<file path="config.mk">
export PLATFORM = sky130hd
export DESIGN_NAME = bus_source_arbiter
export DESIGN_NICKNAME = d
export VERILOG_FILES = /design/src/rtl/bus_source_arbiter.sv
export SDC_FILE = /design/constraint.sdc
export NUM_CORES = 1
export LEC_CHECK = 0
export CAP_MARGIN = 0
export CORE_ASPECT_RATIO = 1.1
export CORE_MARGIN = 3
export CORE_UTILIZATION = 40
export DETAILED_ROUTE_END_ITERATION = 6
export GPL_TIMING_DRIVEN = 0
export HOLD_SLACK_MARGIN = 0.08
export PLACE_DENSITY_LB_ADDON = 0.25
export SYNTH_ARGS = -nofsm -noshare
export SYNTH_HDL_FRONTEND = slang
export SYNTH_SLANG_ARGS = --single-unit
</file>
<file path="constraint.sdc">
create_clock -name clk -period 15.3 [get_ports clk]
set_input_delay 3.06 -clock clk [delete_from_list [all_inputs] [get_ports clk]]
set_output_delay 3.06 -clock clk [all_outputs]
set_load 0.1 [all_outputs]
</file>
<file path="src/rtl/bus_source_arbiter.sv">
// Registered N_SRC-way bus-source arbiter: fixed-priority or round-robin, with lock hold and conflict flag.
// Define BUSARB_CONFLICT_CNT_EN to add the saturating conflict_cnt output.
module bus_source_arbiter #(
   parameter int N_SRC       = 24,
   parameter int SEL_W       = $clog2(N_SRC),
   parameter int DEFAULT_SEL = 0,
   parameter int CNT_W       = 8
) (
   input  logic             clk,
   input  logic             rst_n,
   input  logic [N_SRC-1:0] req,
   input  logic             mode,
   input  logic             lock,
   output logic [SEL_W-1:0] sel,
   output logic [N_SRC-1:0] grant_oh,
   output logic             sel_valid,
`ifdef BUSARB_CONFLICT_CNT_EN
   output logic             conflict,
   output logic [CNT_W-1:0] conflict_cnt
`else
   output logic             conflict
`endif
);

   logic [SEL_W-1:0] rr_ptr;
   logic [SEL_W-1:0] win;
   logic [SEL_W-1:0] cand;
   logic [SEL_W-1:0] nxt_ptr;
   logic [N_SRC-1:0] win_oh;
   logic             found;
   logic             multi;
   int unsigned      idx;

   // Search order starts at rr_ptr in round-robin mode, at 0 in fixed mode.
   always_comb begin
      found = 1'b0;
      win   = '0;
      idx   = 0;
      cand  = '0;
      for (int unsigned i = 0; i < N_SRC; i++) begin
         idx = mode ? (int'(rr_ptr) + i) : i;
         if (idx >= N_SRC) idx = idx - N_SRC;
         cand = SEL_W'(idx);
         if (!found && req[cand]) begin
            found = 1'b1;
            win   = cand;
         end
      end
   end

   always_comb begin
      win_oh  = N_SRC'(1) << win;
      nxt_ptr = (win == SEL_W'(N_SRC - 1)) ? '0 : win + SEL_W'(1);
      multi   = |(req & (req - N_SRC'(1)));
   end

   always_ff @(posedge clk or negedge rst_n) begin
      if (!rst_n) begin
         sel       <= SEL_W'(DEFAULT_SEL);
         grant_oh  <= '0;
         sel_valid <= 1'b0;
         conflict  <= 1'b0;
         rr_ptr    <= '0;
      end else begin
         conflict <= multi;
         if (!(lock && sel_valid)) begin
            if (found) begin
               sel       <= win;
               grant_oh  <= win_oh;
               sel_valid <= 1'b1;
               rr_ptr    <= nxt_ptr;
            end else begin
               sel       <= SEL_W'(DEFAULT_SEL);
               grant_oh  <= '0;
               sel_valid <= 1'b0;
            end
         end
      end
   end

`ifdef BUSARB_CONFLICT_CNT_EN
   always_ff @(posedge clk or negedge rst_n) begin
      if (!rst_n)
         conflict_cnt <= '0;
      else if (multi && (conflict_cnt != '1))
         conflict_cnt <= conflict_cnt + CNT_W'(1);
   end
`endif

endmodule

</file>
==> impl_metrics.py <==
metrics = {
    "outcome": {
        "status": "finished, violations left",
        "violations": "DRC",
    },
    "route": {
        "viasPerCell": 6.92,
        "wire_per_inst_um": 25.0,
        "wirelength_um": 32900,
        "ant_nets": 0,
        "drt_pass1_iterations": 7,
        "drt_iter0_markers": 1308,
        "drc": 3,
        "vias": 9095,
    },
    "grt": {
        "grt-busiest-layer": "met2",
        "antenna_found_initial": 1,
        "grt_pass1_wl_um": 49500,
        "grt_pass1_vias": 8351,
        "use_met3_pct": 5.48,
        "grt_use_met2_pct": 48.3,
        "grt_start_max_net_pins": 37,
        "grt_use_met1_pct": 41.3,
        "grtUsageTotal_pct": 31.0,
        "overflow": 0,
    },
    "timing": {
        "maxSlewViolCount": 0,
        "setup_violations": 0,
        "fmax_ghz": 0.106,
        "finalHoldViolations": 0,
        "finClkSkew_ns": 0.00294,
        "relSlewSlack_pct": 4.95,
        "rsz0062_at_grt": "false",
        "final.period_utilization_pct": 61.4,
        "tightest_slew_ns": 1.41,
        "period_minus_slack_ns": 9.40,
        "finalSetupTns_ns": 0,
    },
    "power": {
        "peakVddDrop_uv": 136,
        "power_frac_comb_pct": 88.7,
        "leakagePower_nw": 3.29,
        "pwr_density_cell_nw_per_um2": 248,
        "p_clk_share_pct": 4.5,
        "p_int_mw": 0.799,
        "switching_share_pct": 62.7,
        "netSwitchingPower_mw": 1.34,
        "seqPwrFrac_pct": 6.8,
    },
    "synthesis": {
        "ys_warn_count": 0,
        "netlist_instances": 1008,
        "ys_seq_elements": 36,
        "syn_nets": 1061,
        "yosysUniqueCellTypes": 94,
        "syn_area_um2": 7650,
        "ys.flop_type": "dfrtp_1",
        "synthArstFlopShare_pct": 100,
        "synth-edff-count": 0,
        "avgSynthCellArea_um2": 7.59,
        "ys_seq_area_share_pct": 11.8,
    },
    "worst_setup_path": {
        "critPathTopFamily": "buffers and inverters",
        "critPathCaptureType": "register",
        "cp-start-kind": "input pin",
        "cpMostUsedCell": "buf_4",
        "worstSetupPathType": "input pin to register",
        "worstPathCellList": "clkdlybuf4s50_1, buf_4, buf_2, buf_4, buf_4, buf_4, buf_4, buf_2, buf_2, nand2_1, xnor2_1, o21ai_0, o22ai_1, nand3b_1, or4_1, nor3_2, nor4_1, a41oi_1, ha_1, nand2_1, o21ai_1, o22ai_1",
        "cpMaxStageDelayCell": "clkdlybuf4s50_1",
        "path_buf_inv": 9,
        "critPathRequiredTime_ns": 15.42,
        "critPathMaxFanout": 10,
        "slowest_delay_ns": 0.66,
        "critical_path_arrival_ns": 9.52,
    },
    "floorplanning": {
        "core_um2": 18600,
        "die_h_um": 151,
        "die_x_um": 138,
        "num_io_pins": 59,
        "initial_utilization_pct": 41.1,
        "fp-row-count": 52,
        "dieArea_um2": 20800,
    },
    "clock_tree": {
        "clk_path_buf_depth": 2,
        "hold_buffers": 0,
        "cts_tree": "done",
        "cts_root_buffer": "clkbuf_16",
        "ctsResizeCount": 0,
        "post-cts-setup-buffer-count": 0,
        "clock_latency_ns": 0.28,
        "clk_pin_slew_ns": 0.05,
        "cts_made_buffers": 5,
        "htree_levels": 2,
        "cts_sinks": 36,
    },
    "layout": {
        "multi_input_area_um2": 6320,
        "antenna_cells": 0,
        "area_delta_synth_final_pct": 13.0,
        "instances_no_fill": 1314,
        "drive_above_1_share_pct": 10.2,
        "final_common_cell": "nand2_1",
        "regArea_um2": 901,
        "mostFrequentLayoutCells": "75 x nand2_1, 67 x nor2_1, 56 x a21oi_1, 55 x mux2i_1, 54 x clkdlybuf4s50_1",
        "fillers": 1958,
        "fin_nets": 1123,
    },
    "placement": {
        "dp_cells": 1306,
        "routabilityCongestion": 1.09,
        "dp_hpwl_um": 26400,
        "port_buffers": 55,
    },
    "min_path": {
        "hold_path.class": "register to register",
    },
    "job": {
        "maxCapViolCount": 0,
    },
}
-- final timing paths --
check | startpoint | to | slack [ns] | cells past startpoint
max reg2reg | rr_ptr[2]$_DFFE_PN0P_ | rr_ptr[0]$_DFFE_PN0P_ | 7.17 | 22
min in group asynchronous | rst_n | conflict$_DFF_PN0_ | 2.86 | 1
min reg2reg | sel[3]$_DFFE_PN0N_ | sel[3]$_DFFE_PN0N_ | 0.48 | 1
min | sel[3]$_DFFE_PN0N_ | sel[3]$_DFFE_PN0N_ | 0.48 | 1
max | mode | rr_ptr[0]$_DFFE_PN0P_ | 5.90 | 22
max in group asynchronous | rst_n | sel[0]$_DFFE_PN0N_ | 11.96 | 1
-- worst reg2reg max path: stages, from the launching register on --
cell	delay (ns)
dfrtp_1	0.58
clkbuf_1	0.44
clkbuf_1	0.54
inv_1	0.34
ha_1	0.45
and2_1	0.17
clkbuf_1	0.29
a2111oi_0	0.39
or4_1	0.16
buf_2	0.21
nor2_1	0.08
o41ai_2	0.95
nand3b_1	0.33
or2_2	0.37
buf_2	0.17
or4_1	0.64
nor3_2	0.32
nor4_1	0.14
a41oi_1	0.55
ha_1	0.32
nand2_1	0.09
o21ai_1	0.30
o22ai_1	0.14
-- layout make-up --
class | count | area share [%]
clock buffer | 5 | 1.45
multi-input combinational | 874 | 73.1
tap | 243 | 3.52
clock inverter | 3 | 0.217
timing repair buffer | 55 | 6.31
inverter | 22 | 0.955
sequential | 36 | 10.4
buffer | 76 | 3.98
-- sequential cells by signal, indices dropped and copies added (netlist names) --
signal	count
sel_valid	1
rr_ptr	5
grant_oh	24
sel	5
conflict	1
-- cell families after synthesis --
group                      share of synthesized area [%]
AOI/OAI and AO/OA                                   31.8
xor gates and xnor gates                            2.29
adders and majority gates                           4.74
buffers and inverters                               5.58
DFF                                                 11.8
muxes                                               17.1
and+or+nand+nor                                     26.7
-- synthesized netlist by cell type (all sizes together) (13+ instances only) --
master | count | area, µm²
a21boi | 16 | 120
nand3 | 41 | 205
or3 | 18 | 118
mux2i | 55 | 551
ha | 25 | 313
dfrtp | 36 | 901
a31oi | 14 | 87.6
mux4 | 20 | 450
clkbuf | 42 | 158
nor2 | 67 | 251
buf | 34 | 186
nor3 | 39 | 200
and3 | 18 | 113
o22ai | 21 | 131
nand2 | 78 | 300
o21ai | 58 | 294
nand2b | 17 | 106
a21o | 14 | 113
and2 | 19 | 119
or2 | 16 | 100
a22o | 17 | 149
mux2 | 27 | 304
inv | 22 | 82.6
xnor2 | 16 | 140
a21oi | 57 | 289
a2111oi | 13 | 114
-- metrics by stage --
| stage | hold WS, ns | setup WS (ns) | instance area (µm²) | util (%) | power [mW] |
|---|---|---|---|---|---|
| 2_1_floorplan | 0.976 | 7.85 | 7650 | - | 1.44 |
| 3_3_place_gp | 0.461 | 5.80 | 8500 | 45.7 | 1.97 |
| 3_5_place_dp | 0.466 | 5.80 | 8500 | 45.7 | 1.97 |
| 4_1_cts | 0.479 | 6.10 | 8640 | 46.4 | 2.07 |
| 5_1_grt | 0.510 | 5.68 | 8640 | 46.4 | 2.26 |
| 6_report | 0.475 | 5.90 | 8640 | 46.4 | 2.14 |
-- metal layers --
metal / vias up / share of wire [%] / routed length [µm]
li1: 4057 / - / -
met3: 132 / 10 / 3400
met2: 585 / 44 / 14400
met5: - / 0.040 / 13
met1: 4319 / 40 / 13200
met4: 2 / 5.9 / 1950
-- power by group through the flow --
stage	clock [mW]	combinational [mW]	sequential [mW]
5_1_grt	0.102	2.01	0.147
4_1_cts	0.0980	1.83	0.145
6_report	0.0970	1.90	0.145
3_5_place_dp	0	1.82	0.146
2_1_floorplan	0	1.19	0.257
3_3_place_gp	0	1.82	0.145
Power figures use the tool's default switching activity.
==> RTL change 1, RTL diff (same flow settings) <==
Register the input `mode` before use. The logic sees it one clock later. The other inputs are not delayed to match.
--- a/src/rtl/bus_source_arbiter.sv
+++ b/src/rtl/bus_source_arbiter.sv
@@ -22,6 +22,12 @@
 `endif
 );
 
+   logic mode_q;
+
+   always_ff @(posedge clk) begin
+      mode_q <= mode;
+   end
+
    logic [SEL_W-1:0] rr_ptr;
    logic [SEL_W-1:0] win;
    logic [SEL_W-1:0] cand;
@@ -38,7 +44,7 @@
       idx   = 0;
       cand  = '0;
       for (int unsigned i = 0; i < N_SRC; i++) begin
-         idx = mode ? (int'(rr_ptr) + i) : i;
+         idx = mode_q ? (int'(rr_ptr) + i) : i;
          if (idx >= N_SRC) idx = idx - N_SRC;
          cand = SEL_W'(idx);
          if (!found && req[cand]) begin
Formal check against the unedited RTL: not equivalent (Yosys sat finds a counterexample within 4 cycles, from zero or initial values and one cycle with rst_n low).
==> RTL change 1 against the original RTL <==
Final area rose by 2.8%; sequential share of layout area fell by 0.061 points; non-clock buffer count rose by 1; routed wire length rose by 4.9%; final cell count rose by 2.1%; area after synthesis rose by 4.0%; sequential cell count rose by 1; utilization fell by 0.40 points; worst setup slack improved by 0.59 ns; critical endpoint is now rr_ptr[3].
Power is not shown: default switching activity piles up to over one toggle a cycle in this logic, so the estimate is an artifact.
==> RTL change 1: results <==
metrics = {
    "outcome": {
        "outcome": "completed",
    },
    "hold_path": {
        "hold_path_class": "flop to flop",
        "hp-start": "sel[0]",
    },
    "logic_synthesis": {
        "yosysUniqueCellTypes": 106,
        "yosysSeqAreaShare_pct": 11.6,
        "ys_async_sr_fraction_pct": 97.3,
        "synth_area_leaders": "dfrtp_1, mux2i_1, mux4_2, ha_1, o21ai_0",
        "netlist_instances": 1040,
        "synth_common_cells": "nor2_1, nand2_1, o21ai_0, mux2i_1, a21oi_1",
    },
    "worst_setup_path": {
        "crit_path_top_delay_cell": "a31oi_1",
        "slowest_delay_ns": 0.73,
        "reg2reg_from": "rr_ptr[1]",
        "startpoint": "req[13]",
        "path_delay_family": "compound AO/OA/AOI/OAI gates",
    },
    "sta": {
        "worst_pin_slew_ns": 1.29,
        "clock-skew-final_ns": 0.00378,
    },
    "detailed_routing": {
        "drt_pass1_iterations": 5,
        "routed_wl_mm": 34.5,
        "drt_iter0_drc": 1231,
    },
    "global_routing": {
        "grt_pass1_vias": 8770,
        "grt_pass1_wl_mm": 52.8,
        "grtUsageTotal_pct": 30.7,
    },
    "final_layout": {
        "drive_above_1_share_pct": 11.2,
        "final.fill_count": 1923,
        "final_cells": 1341,
        "layout.nets": 1147,
    },
    "placement": {
        "dp_hpwl_mm": 26.9,
        "place_area_um2": 8730,
        "place_ws_ns": 6.44,
        "port_buffers": 47,
        "place_congestion": 1.06,
    },
}
[RTL change 1: changes by cell type in the layout (fill, tap and decap cells not counted), moves of 9 or more]
| cell | change |
|---|---|
| o211ai_1 | +11 |
| a211oi_1 | +14 |
| mux2_2 | -14 |
| nor2b_1 | +10 |
| a2111oi_0 | -10 |
| and3_1 | -9 |
| buf_6 | +16 |
| nand3_1 | -11 |
| nor2_1 | +9 |
| a211o_1 | +11 |
[RTL change 1: layout make-up]
type                    instances  area, um^2  share of cell area (%)
clock inverters                 2        35.0                   0.394
multi-input cells             894        6440                    72.4
clock buffers                   5         125                    1.41
well taps                     247         309                    3.48
plain buffers                  85         502                    5.65
repair buffers                 47         465                    5.24
flip-flops and latches         37         921                    10.4
inverters                      24        92.6                    1.04
[RTL change 1: tightest hold or removal path, stage by stage (launching register included)]
cell and delay (ns):
dfrtp_1 0.34, nand2_1 0.04, o21ai_0 0.06
[RTL change 1: final timing paths]
kind	slack (ns)	endpoint	cells after the start
worst min register to register	0.48	sel[0]	2
worst max register to register	7.74	rr_ptr[2]	21
worst max-delay path	6.49	rr_ptr[3]	15
max in group asynchronous	11.95	rr_ptr[0]	1
worst min-delay path	0.48	sel[0]	2
min in group asynchronous	2.86	sel[4]	1
[RTL change 1: kinds of logic (layout without fill, tap and decap cells)]
group	after synthesis	after routing	share of synthesized area (%)
simple gates	412	412	29.8
compound gates	351	351	31.6
buf+inv	109	163	7.47
mux	77	77	12.3
flops	37	37	11.6
fa+ha+maj	30	30	4.56
xor+xnor	24	24	2.64
[RTL change 1: routing by layer]
metal / GRT usage [%] / routed length [um] / vias up
li1: - / - / 4139
met1: 41.2 / 14000 / 4477
met2: 48.0 / 15500 / 610
met3: 5.01 / 3200 / 110
met4: 14.5 / 1830 / 2
met5: 0 / 9 / -
==> RTL change 2, RTL diff (config.mk and constraints unchanged) <==
Made on the original files. Build with the macro `BUSARB_CONFLICT_CNT_EN` defined.
--- a/src/rtl/bus_source_arbiter.sv
+++ b/src/rtl/bus_source_arbiter.sv
@@ -1,5 +1,7 @@
 // Registered N_SRC-way bus-source arbiter: fixed-priority or round-robin, with lock hold and conflict flag.
 // Define BUSARB_CONFLICT_CNT_EN to add the saturating conflict_cnt output.
+`define BUSARB_CONFLICT_CNT_EN
+
 module bus_source_arbiter #(
    parameter int N_SRC       = 24,
    parameter int SEL_W       = $clog2(N_SRC),
New outputs: conflict_cnt. Check against the original RTL: not settled (the Yosys comparison gave no result); the edit may change what the design does.
==> RTL change 2 against the original RTL <==
Sequential power up 9.7%; routed wire length fell by 3.8%; clock power is 28% higher; via count is 3.3% lower; area after synthesis increased by 0.36%; final area grew 1.9%; global-route usage decreased by 2.0 points; total power is 7.3% lower; sequential cell count grew 8; count of clock-buffer cells in the layout unchanged; worst setup slack better by 0.029 ns; non-clock buffer count decreased by 3; largest cell class unchanged; critical path depth fell by 5; sequential share of layout area grew 2.1 points; critical path type unchanged.
==> RTL change 2: results <==
metrics = {
    "hold_path": {
        "min_path_cells": 2,
        "hp-start": "sel[1]",
        "holdPathEnd": "sel[1]",
    },
    "final_layout": {
        "final_cells": 1347,
        "drive_above_1_share_pct": 10.7,
        "buffer_area_share_pct": 11.3,
        "seq_cell_count": 44,
        "clock_area_share_pct": 1.95,
        "inverters": 28,
        "seq_area_share_pct": 12.5,
        "layout.nets": 1157,
        "final.fill_count": 1957,
    },
    "logic_synthesis": {
        "synth_area_leaders": "dfrtp_1, nand2_1, mux2i_1, mux4_2, o21ai_0",
        "yosysSeqAreaShare_pct": 14.3,
        "netlist_instances": 1031,
        "synth_fp_nets": 1085,
    },
    "worst_setup_path": {
        "r2r_slack_ns": 8.04,
        "rr_worst_depth": 21,
        "endpoint": "rr_ptr[3]",
    },
    "outcome": {
        "outcome": "completed",
    },
    "placement": {
        "place_inst": 1339,
        "place_congestion": 1.05,
        "place_area_um2": 8640,
        "place_ws_ns": 5.86,
        "port_buffers": 64,
        "dp_hpwl_mm": 25.2,
    },
    "sta": {
        "timing.hold.ws_ns": 0.482,
        "maxSlewHeadroom_pct": 32.2,
        "period_needed_ns": 9.37,
        "clock-skew-final_ns": 0.00579,
    },
    "global_routing": {
        "grt_max_degree": 41,
    },
    "pwr": {
        "swShare_pct": 61.8,
        "ir_worst_vdd_v": 0.000177,
        "powerComb_mw": 1.70,
        "comb_power_share_pct": 85.7,
        "p_leak_nw": 3.42,
    },
}
RTL change 2: critical path: stages:
cell             delay, ns
clkdlybuf4s50_1       0.60
clkinv_1              0.42
nor2_2                0.67
mux4_2                0.59
o21ai_1               0.64
mux2_2                0.29
o21ai_1               0.27
nor4_4                0.40
buf_4                 0.23
nand3_1               0.23
nor2_1                0.42
a2111oi_0             0.18
a211oi_1              0.33
o22a_1                0.37
ha_1                  0.29
a31oi_1               0.17
a221o_1               0.35
RTL change 2: cell families after synthesis:
group           count (synthesis)  share of synthesized area, %
compound gates                333                          29.6
xor+xnor                       33                          3.96
fa+ha+maj                      30                          4.76
buf+inv                        91                          5.77
flops                          44                          14.3
mux                            76                          13.3
simple gates                  424                          28.2
RTL change 2: routing by layer:
layer	wire (um)	vias to the layer above
li1	-	4019
met1	12700	4135
met2	14000	534
met3	3240	109
met4	1690	2
met5	51	-
